[src/rtl/thiele_adjacency_loader.sv]
// Collects NODES adjacency rows, validates the graph (self-loops, asymmetry), counts edges,
// launches the solver with a stable adjacency bus and holds one result record until acknowledged.
module thiele_adjacency_loader #(
  parameter int NODES          = 9,
  parameter int TIMEOUT_CYCLES = 100000
) (
  input  logic                     clk,
  input  logic                     reset_n,
  input  logic                     row_valid,
  output logic                     row_ready,
  input  logic [NODES-1:0]         row_data,
  output logic [NODES*NODES-1:0]   adjacency,
  output logic                     solver_start,
  input  logic                     solver_done,
  input  logic                     solver_success,
  output logic                     busy,
  output logic                     result_valid,
  input  logic                     result_ack,
  output logic                     result_success,
  output logic [1:0]               error_code,
  output logic [7:0]               error_row,
  output logic [15:0]              edge_count
);
  localparam int IW   = (NODES > 1) ? $clog2(NODES) : 1;
  localparam int CW   = $clog2(TIMEOUT_CYCLES + 1);
  localparam int SUMW = $clog2(NODES * NODES + 1);

  typedef enum logic [2:0] {
    S_IDLE, S_LOAD, S_CHECK, S_LAUNCH, S_WAIT, S_RESULT
  } state_t;

  state_t                   r_state, w_next;
  logic                     r_armed;
  logic [IW-1:0]            r_idx;
  logic [NODES*NODES-1:0]   r_adj;
  logic [SUMW-1:0]          r_sum;
  logic [1:0]               r_err;
  logic [7:0]               r_err_row;
  logic [15:0]              r_edges;
  logic                     r_succ;
  logic                     r_start;
  logic [CW-1:0]            r_tmo;

  logic [NODES-1:0]         w_row, w_col;
  logic [SUMW-1:0]          w_pop;
  logic                     w_self, w_asym, w_chk_err, w_accept, w_timeout, w_last;

  // r_idx walks rows both while loading and while checking
  always_comb begin
    w_row = r_adj[int'(r_idx)*NODES +: NODES];
    w_col = '0;
    w_pop = '0;
    for (int j = 0; j < NODES; j++) begin
      w_col[j] = r_adj[j*NODES + int'(r_idx)];
      w_pop    = w_pop + SUMW'(w_row[j]);
    end
    w_self    = w_row[r_idx];
    w_asym    = (w_row != w_col);
    w_chk_err = w_self || w_asym;
  end

  assign row_ready = r_armed && ((r_state == S_IDLE) || (r_state == S_LOAD));
  assign w_accept  = row_valid && row_ready;
  assign w_last    = (r_idx == IW'(NODES - 1));
  assign w_timeout = (r_tmo == CW'(TIMEOUT_CYCLES - 1));

  always_comb begin
    w_next = r_state;
    case (r_state)
      S_IDLE:   if (w_accept) w_next = (w_last) ? S_CHECK : S_LOAD;
      S_LOAD:   if (w_accept && w_last) w_next = S_CHECK;
      S_CHECK:  if (w_last) w_next = ((r_err != 2'd0) || w_chk_err) ? S_RESULT : S_LAUNCH;
      S_LAUNCH: w_next = S_WAIT;
      S_WAIT:   if (solver_done || w_timeout) w_next = S_RESULT;
      S_RESULT: if (result_ack) w_next = S_IDLE;
      default:  w_next = S_IDLE;
    endcase
  end

  always_ff @(posedge clk or negedge reset_n) begin
    if (!reset_n) begin
      r_state   <= S_IDLE;
      r_armed   <= 1'b0;
      r_idx     <= '0;
      r_adj     <= '0;
      r_sum     <= '0;
      r_err     <= 2'd0;
      r_err_row <= 8'd0;
      r_edges   <= 16'd0;
      r_succ    <= 1'b0;
      r_start   <= 1'b0;
      r_tmo     <= '0;
    end else begin
      r_state <= w_next;
      r_armed <= 1'b1;
      // registered so the solver never sees a decode glitch on start
      r_start <= (w_next == S_LAUNCH);
      case (r_state)
        S_IDLE, S_LOAD: begin
          if (w_accept) begin
            r_adj[int'(r_idx)*NODES +: NODES] <= row_data;
            r_idx <= w_last ? '0 : r_idx + IW'(1);
            if (w_last) r_sum <= '0;
          end
        end
        S_CHECK: begin
          r_sum <= r_sum + w_pop;
          r_idx <= w_last ? '0 : r_idx + IW'(1);
          if ((r_err == 2'd0) && w_chk_err) begin
            r_err     <= w_self ? 2'd1 : 2'd2;
            r_err_row <= 8'(r_idx);
          end
          if (w_last) r_edges <= 16'((r_sum + w_pop) >> 1);
        end
        S_LAUNCH: r_tmo <= '0;
        S_WAIT: begin
          if (solver_done) begin
            r_succ <= solver_success;
          end else if (w_timeout) begin
            r_err     <= 2'd3;
            r_err_row <= 8'd0;
          end else begin
            r_tmo <= r_tmo + CW'(1);
          end
        end
        S_RESULT: begin
          if (result_ack) begin
            r_err     <= 2'd0;
            r_err_row <= 8'd0;
            r_succ    <= 1'b0;
          end
        end
        default: ;
      endcase
    end
  end

  assign adjacency      = r_adj;
  assign solver_start   = r_start;
  assign busy           = (r_state != S_IDLE);
  assign result_valid   = (r_state == S_RESULT);
  assign result_success = r_succ;
  assign error_code     = r_err;
  assign error_row      = r_err_row;
  assign edge_count     = r_edges;
endmodule

[config.mk]
export PLATFORM = sky130hd
export DESIGN_NAME = thiele_adjacency_loader
export DESIGN_NICKNAME = d
export VERILOG_FILES = /design/src/rtl/thiele_adjacency_loader.sv
export SDC_FILE = /design/constraint.sdc
export NUM_CORES = 1
export LEC_CHECK = 0
export BUFFER_PORTS_ARGS = -buffer_cell sky130_fd_sc_hd__buf_4
export CAP_MARGIN = 0
export CORE_AREA = 2 2 139 168
export DETAILED_ROUTE_END_ITERATION = 10
export DIE_AREA = 0 0 141 170
export PLACE_DENSITY_LB_ADDON = 0.15
export SLEW_MARGIN = 5
export SYNTH_ARGS = -nofsm -noshare
export SYNTH_HDL_FRONTEND = slang
export SYNTH_SLANG_ARGS = --single-unit
[constraint.sdc]
create_clock -name clk -period 7.75 [get_ports clk]
set_clock_uncertainty 0.05 [all_clocks]
set_input_delay 1.1625 -clock clk [delete_from_list [all_inputs] [get_ports clk]]
set_output_delay 1.1625 -clock clk [all_outputs]
set_load 0.05 [all_outputs]
* Word-level counts from Yosys, hierarchy flattened
Index checks and enable logic that the tools add are counted.
** Word-level totals
- Register bits after elaboration :: 140
- Output and inout bits :: 112
- Logic and storage cells :: 147
** Cells by class
- Add/sub/neg operators :: 21
- $mul :: 1
- $lt $le $gt $ge :: 10
- Equality and inequality tests :: 17
- Shifts and indexed selects :: 3
- Mux-type cells :: 60
- Reduce and logical (&&, ||, !) cells :: 24
** Operator list (number)
- $bwmux 81 :: 1
- $shift 9x33->81 const A :: 1
- $shiftx 81x32->9 :: 1
- $shiftx 9x33->81 :: 1
- $bmux 1 s7 :: 8
- $mux 17 :: 2
- $pmux 17 s2 :: 1
- $neg 8->33 :: 1
- $lt 7x8->1 const B :: 4
- $mux 8 :: 4
- $add 6x4->7 const A :: 4
- $pmux 8 s3 :: 1
- $mux 1 :: 20
- $mux 3 :: 6
- $pmux 3 s6 :: 1
- $add 17x1->17 const B :: 1
- $eq 17x17->1 const B :: 1
- $lt 6x8->1 const B :: 2
- $add 7x1->7 :: 2
- $mux 7 :: 2
- $ne 2x2->1 const B :: 7
- $pmux 7 s2 :: 1
- $add 5x4->6 const A :: 2
- $mux 2 :: 6
- 37 further kinds :: 56

* Longest topological paths before layout
- Word-level depth :: 12
- Mapped depth :: 23
- Gate-level depth less buffers :: 19

* Worst setup path before layout
OpenSTA, ideal clock, no wires.
- Path type :: flip-flop to flip-flop
- Start :: register r_idx[0]
- End :: register r_edges[4] (netlist: edge_count[4])
- Arrival time :: 5393 ps
- Data required time :: 7565 ps
- Path slack :: 2172 ps
- Cell stages (with the launch flop) :: 20
- Path buffers :: 2
- Period minus slack after synthesis :: 5578 ps
- Cell sequence :: dfrtp_1 > buf_6 > buf_8 > mux4_2 > nand2_1 > a21oi_1 > a21oi_1 > fa_1 > fa_1 > fa_1 > fa_1 > fa_1 > inv_1 > ha_1 > a21o_1 > a21oi_1 > nor2b_1 > o21ai_0 > xor2_1 > o21ai_0
** Between the ends
- Word-level cells in the longest chain between the ends :: 11
** Ends and longest elaborated chain
- start, declared :: RTL line 34 : logic [IW-1:0] r_idx;
- start signal, assigned :: RTL line 102 : r_idx <= w_last ? '0 : r_idx + IW'(1);
- start signal, assigned :: RTL line 108 : r_idx <= w_last ? '0 : r_idx + IW'(1);
- $mul 4x4->8 :: RTL line 50 : w_row = r_adj[int'(r_idx)*NODES +: NODES];
- $shiftx 81x32->9 :: RTL line 50
- $add 1x1->2 :: RTL line 55 : w_pop = w_pop + SUMW'(w_row[j]);
- $add 2x1->3 :: RTL line 55
- $add 3x1->4 :: RTL line 55
- $add 4x1->5 :: RTL line 55
- $add 5x1->6 :: RTL line 55
- $add 6x1->7 :: RTL line 55
- $add 7x1->7 (2 in series) :: RTL line 55
- $add 7x7->8 :: RTL line 113 : if (w_last) r_edges <= 16'((r_sum + w_pop) >> 1);
- end signal, assigned :: RTL line 113
- end, declared :: RTL line 39 : logic [15:0] r_edges;
Several ways; a longest one is shown, not always the timed one.
A chain may end at the register's enable or synchronous reset.

* Worst setup path after layout
Ends and elaborated chain as after synthesis.

==> flow_metrics.py <==
metrics = {
    "timing": {
        "finalSetupTns_ns": 0,
        "drv_slew": 0,
        "slew_headroom": 0.391,
        "fmax_mhz": 160,
        "whs_ns": 0.430,
        "worst_pin_slew_ns": 0.914,
        "period_needed_ns": 6.25,
        "fin_crit_sh": 0.807,
        "hold_viol": 0,
        "rsz0062_at_grt": "false",
        "setup_viol": 0,
    },
    "finish": {
        "drive_above_1_share": 0.277,
        "final_common_cell": "nand2_1",
        "layout.nets": 1095,
        "syn_to_final_growth_pct": 15.3,
        "seqCellArea_mm2": 0.00321,
        "layoutNonFillerInstCount": 1341,
        "fin_util": 0.513,
        "fill_cells": 2018,
        "multi_input_area_mm2": 0.00619,
        "final_cell_mix": "155 x nand2_1, 125 x dfrtp_1, 125 x buf_4, 88 x o21ai_0, 81 x mux4_2",
        "n_antenna_cell": 0,
    },
    "worst_setup_path": {
        "path_class": "flip-flop to flip-flop",
        "path_cells": "mux2_2 -> a32o_1 -> o21ai_1 -> and2_1 -> fa_1 -> fa_1 -> fa_1 -> fa_1 -> fa_1 -> inv_1 -> ha_1 -> a21o_1 -> a21oi_1 -> nor2b_1 -> o21ai_0 -> xor2_1 -> o21ai_0",
        "worst-path-max-fanout": 61,
        "worst_path_most_repeated_cell": "fa_1",
        "crit_cells": 17,
        "crit_family": "adder cells",
        "end_kind": "flip-flop",
        "required_ns": 7.99,
        "cp_slowest_cell": "dfrtp_4",
        "reg2regPathDepth": 17,
        "crit_buf_inv": 1,
        "cp-start-kind": "flip-flop",
        "crit_path_max_incr_delay_ns": 0.99,
        "crit_arrival_ns": 6.49,
    },
    "grt": {
        "antenna_found_initial": 0,
        "grt_use_met2": 0.463,
        "grt_use_met1": 0.365,
        "grt_pass1_wl_um": 51700,
        "grt_max_degree": 73,
        "grt_util_all_layers": 0.290,
        "grt_pass1_vias": 8181,
        "use_met3": 0.0757,
        "grt-busiest-layer": "met2",
        "grt-ovfl-total": 0,
    },
    "synthesis": {
        "synthFlopType": "dfrtp_1",
        "ys_async_sr_fraction": 1.00,
        "synth-seq-cells": 128,
        "yosys_warnings": 0,
        "yosysTopAreaCell": "dfrtp_1",
        "synth_cells": 957,
        "synth.top_cell.area_share": 0.323,
        "ys_seq_area_frac": 0.323,
        "synth_cell_types": 80,
        "synth-edff-count": 0,
        "netlist_area_mm2": 0.00992,
        "synth_area_leaders": "dfrtp_1 32%, mux4_2 18%, nand2_1 5.9%",
        "syn_area_per_cell_um2": 10.4,
    },
    "route": {
        "ant_nets": 0,
        "detail_route.vias_per_cell": 6.25,
        "routed_wl_um": 33700,
        "drc_errors": 0,
        "drtIter0Drc": 767,
        "first_pass_iters": 5,
        "routedWlPerCell_um": 25.1,
        "vias": 8382,
    },
    "clocking": {
        "post-cts-setup-buffer-count": 0,
        "clk_pin_slew_worst_paths_ns": 0.06,
        "cts_hold_buf": 0,
        "cts_buffers": 17,
        "cts_sinks": 128,
        "clockRootBuffer": "clkbuf_16",
        "htreeDepth": 4,
        "cts_resized": 0,
        "cts_buffer_depth": 2,
        "clock_latency_ns": 0.44,
        "cts_tree": "yes",
    },
    "floorplan": {
        "die_y_um": 170,
        "initial_utilization": 0.445,
        "core_area_mm2": 0.0223,
        "rows": 60,
        "ios": 127,
        "die_w_um": 141,
        "die-area_mm2": 0.0240,
    },
    "placement": {
        "dp_cells": 1309,
        "dp_hpwl_um": 24600,
        "gp_congestion": 1.01,
        "io_buffers": 113,
    },
    "run": {
        "drv_cap": 0,
    },
    "worst_hold_path": {
        "min_path_cells": 2,
        "min_path_type": "flip-flop to flip-flop",
    },
    "run_status": {
        "outcome": "complete, no violations",
    },
}
-- worst reg2reg max path: stages, from the launching register on --
cell and delay [ns]:
dfrtp_4 0.99, mux2_2 0.43, a32o_1 0.21, o21ai_1 0.29
and2_1 0.22, fa_1 0.47, fa_1 0.53, fa_1 0.53
fa_1 0.48, fa_1 0.50, inv_1 0.06, ha_1 0.26
a21o_1 0.17, a21oi_1 0.22, nor2b_1 0.07, o21ai_0 0.37
xor2_1 0.17, o21ai_0 0.08
-- metal layers --
metal / vias to the layer above / part of all wire
met3: 105 / 0.079
met5: - / 0
li1: 3725 / -
met4: 0 / 0.053
met1: 4108 / 0.39
met2: 444 / 0.47
-- area by class of cell --
class	instances	area share
Clock inverter	15	0.0192
Tap cell	279	0.0305
Multi-Input combinational cell	750	0.541
Sequential cell	128	0.281
Inverter	26	0.00853
Timing Repair Buffer	126	0.0830
Clock buffer	17	0.0372
-- logic make-up (layout without fill, tap and decap cells) --
family,after synthesis,in the layout,share of synthesized area
simple gates,314,314,0.149
compound gates,204,204,0.129
mux,154,154,0.265
flops,128,128,0.323
buf+inv,91,184,0.0580
xor+xnor,33,33,0.0321
fa+ha+maj,31,31,0.0436
other cells,2,14,0.000757
-- through the flow --
stage | setup slack (ns) | cell area [um^2]
finish | 1.50 | 11400
floorplan | 2.17 | 9970
CTS | 1.49 | 11400
detailed placement | 1.48 | 10800
global route | 1.03 | 11400
global placement | 1.56 | 10800
-- synth_stat cells, types with 16 or more instances --
master	number
a21oi_1	34
buf_4	19
buf_6	16
dfrtp_1	128
ha_1	25
inv_1	24
mux2_2	35
mux2i_1	36
mux4_2	81
nand2_1	155
nand3_1	17
nor2_1	52
o21ai_0	88
xnor2_1	23
-- flip-flops by register name (all words and copies together) (netlist names) --
signal,cells
error_code,2
error_row,4
adjacency,81
r_idx,4
r_tmo,17
r_armed,1
solver_start,1
r_state,3
edge_count,7
r_sum,7
result_success,1
-- worst paths after layout --
path | startpoint | endpoint | slack, ns
hold / removal | edge_count[5]$_DFFE_PN0P_ | edge_count[5]$_DFFE_PN0P_ | 0.43
setup / recovery | r_idx[0]$_DFFE_PN0P_ | edge_count[4]$_DFFE_PN0P_ | 1.50
hold reg to reg | edge_count[5]$_DFFE_PN0P_ | edge_count[5]$_DFFE_PN0P_ | 0.43
setup reg to reg | r_idx[0]$_DFFE_PN0P_ | edge_count[4]$_DFFE_PN0P_ | 1.50
min in group asynchronous | reset_n | r_tmo[9]$_DFFE_PN0P_ | 0.62
max in group asynchronous | reset_n | r_idx[0]$_DFFE_PN0P_ | 5.63
Power is left out: the tool's default activity adds up to more than one toggle a clock period on the data nets, which glitch-free logic cannot reach.
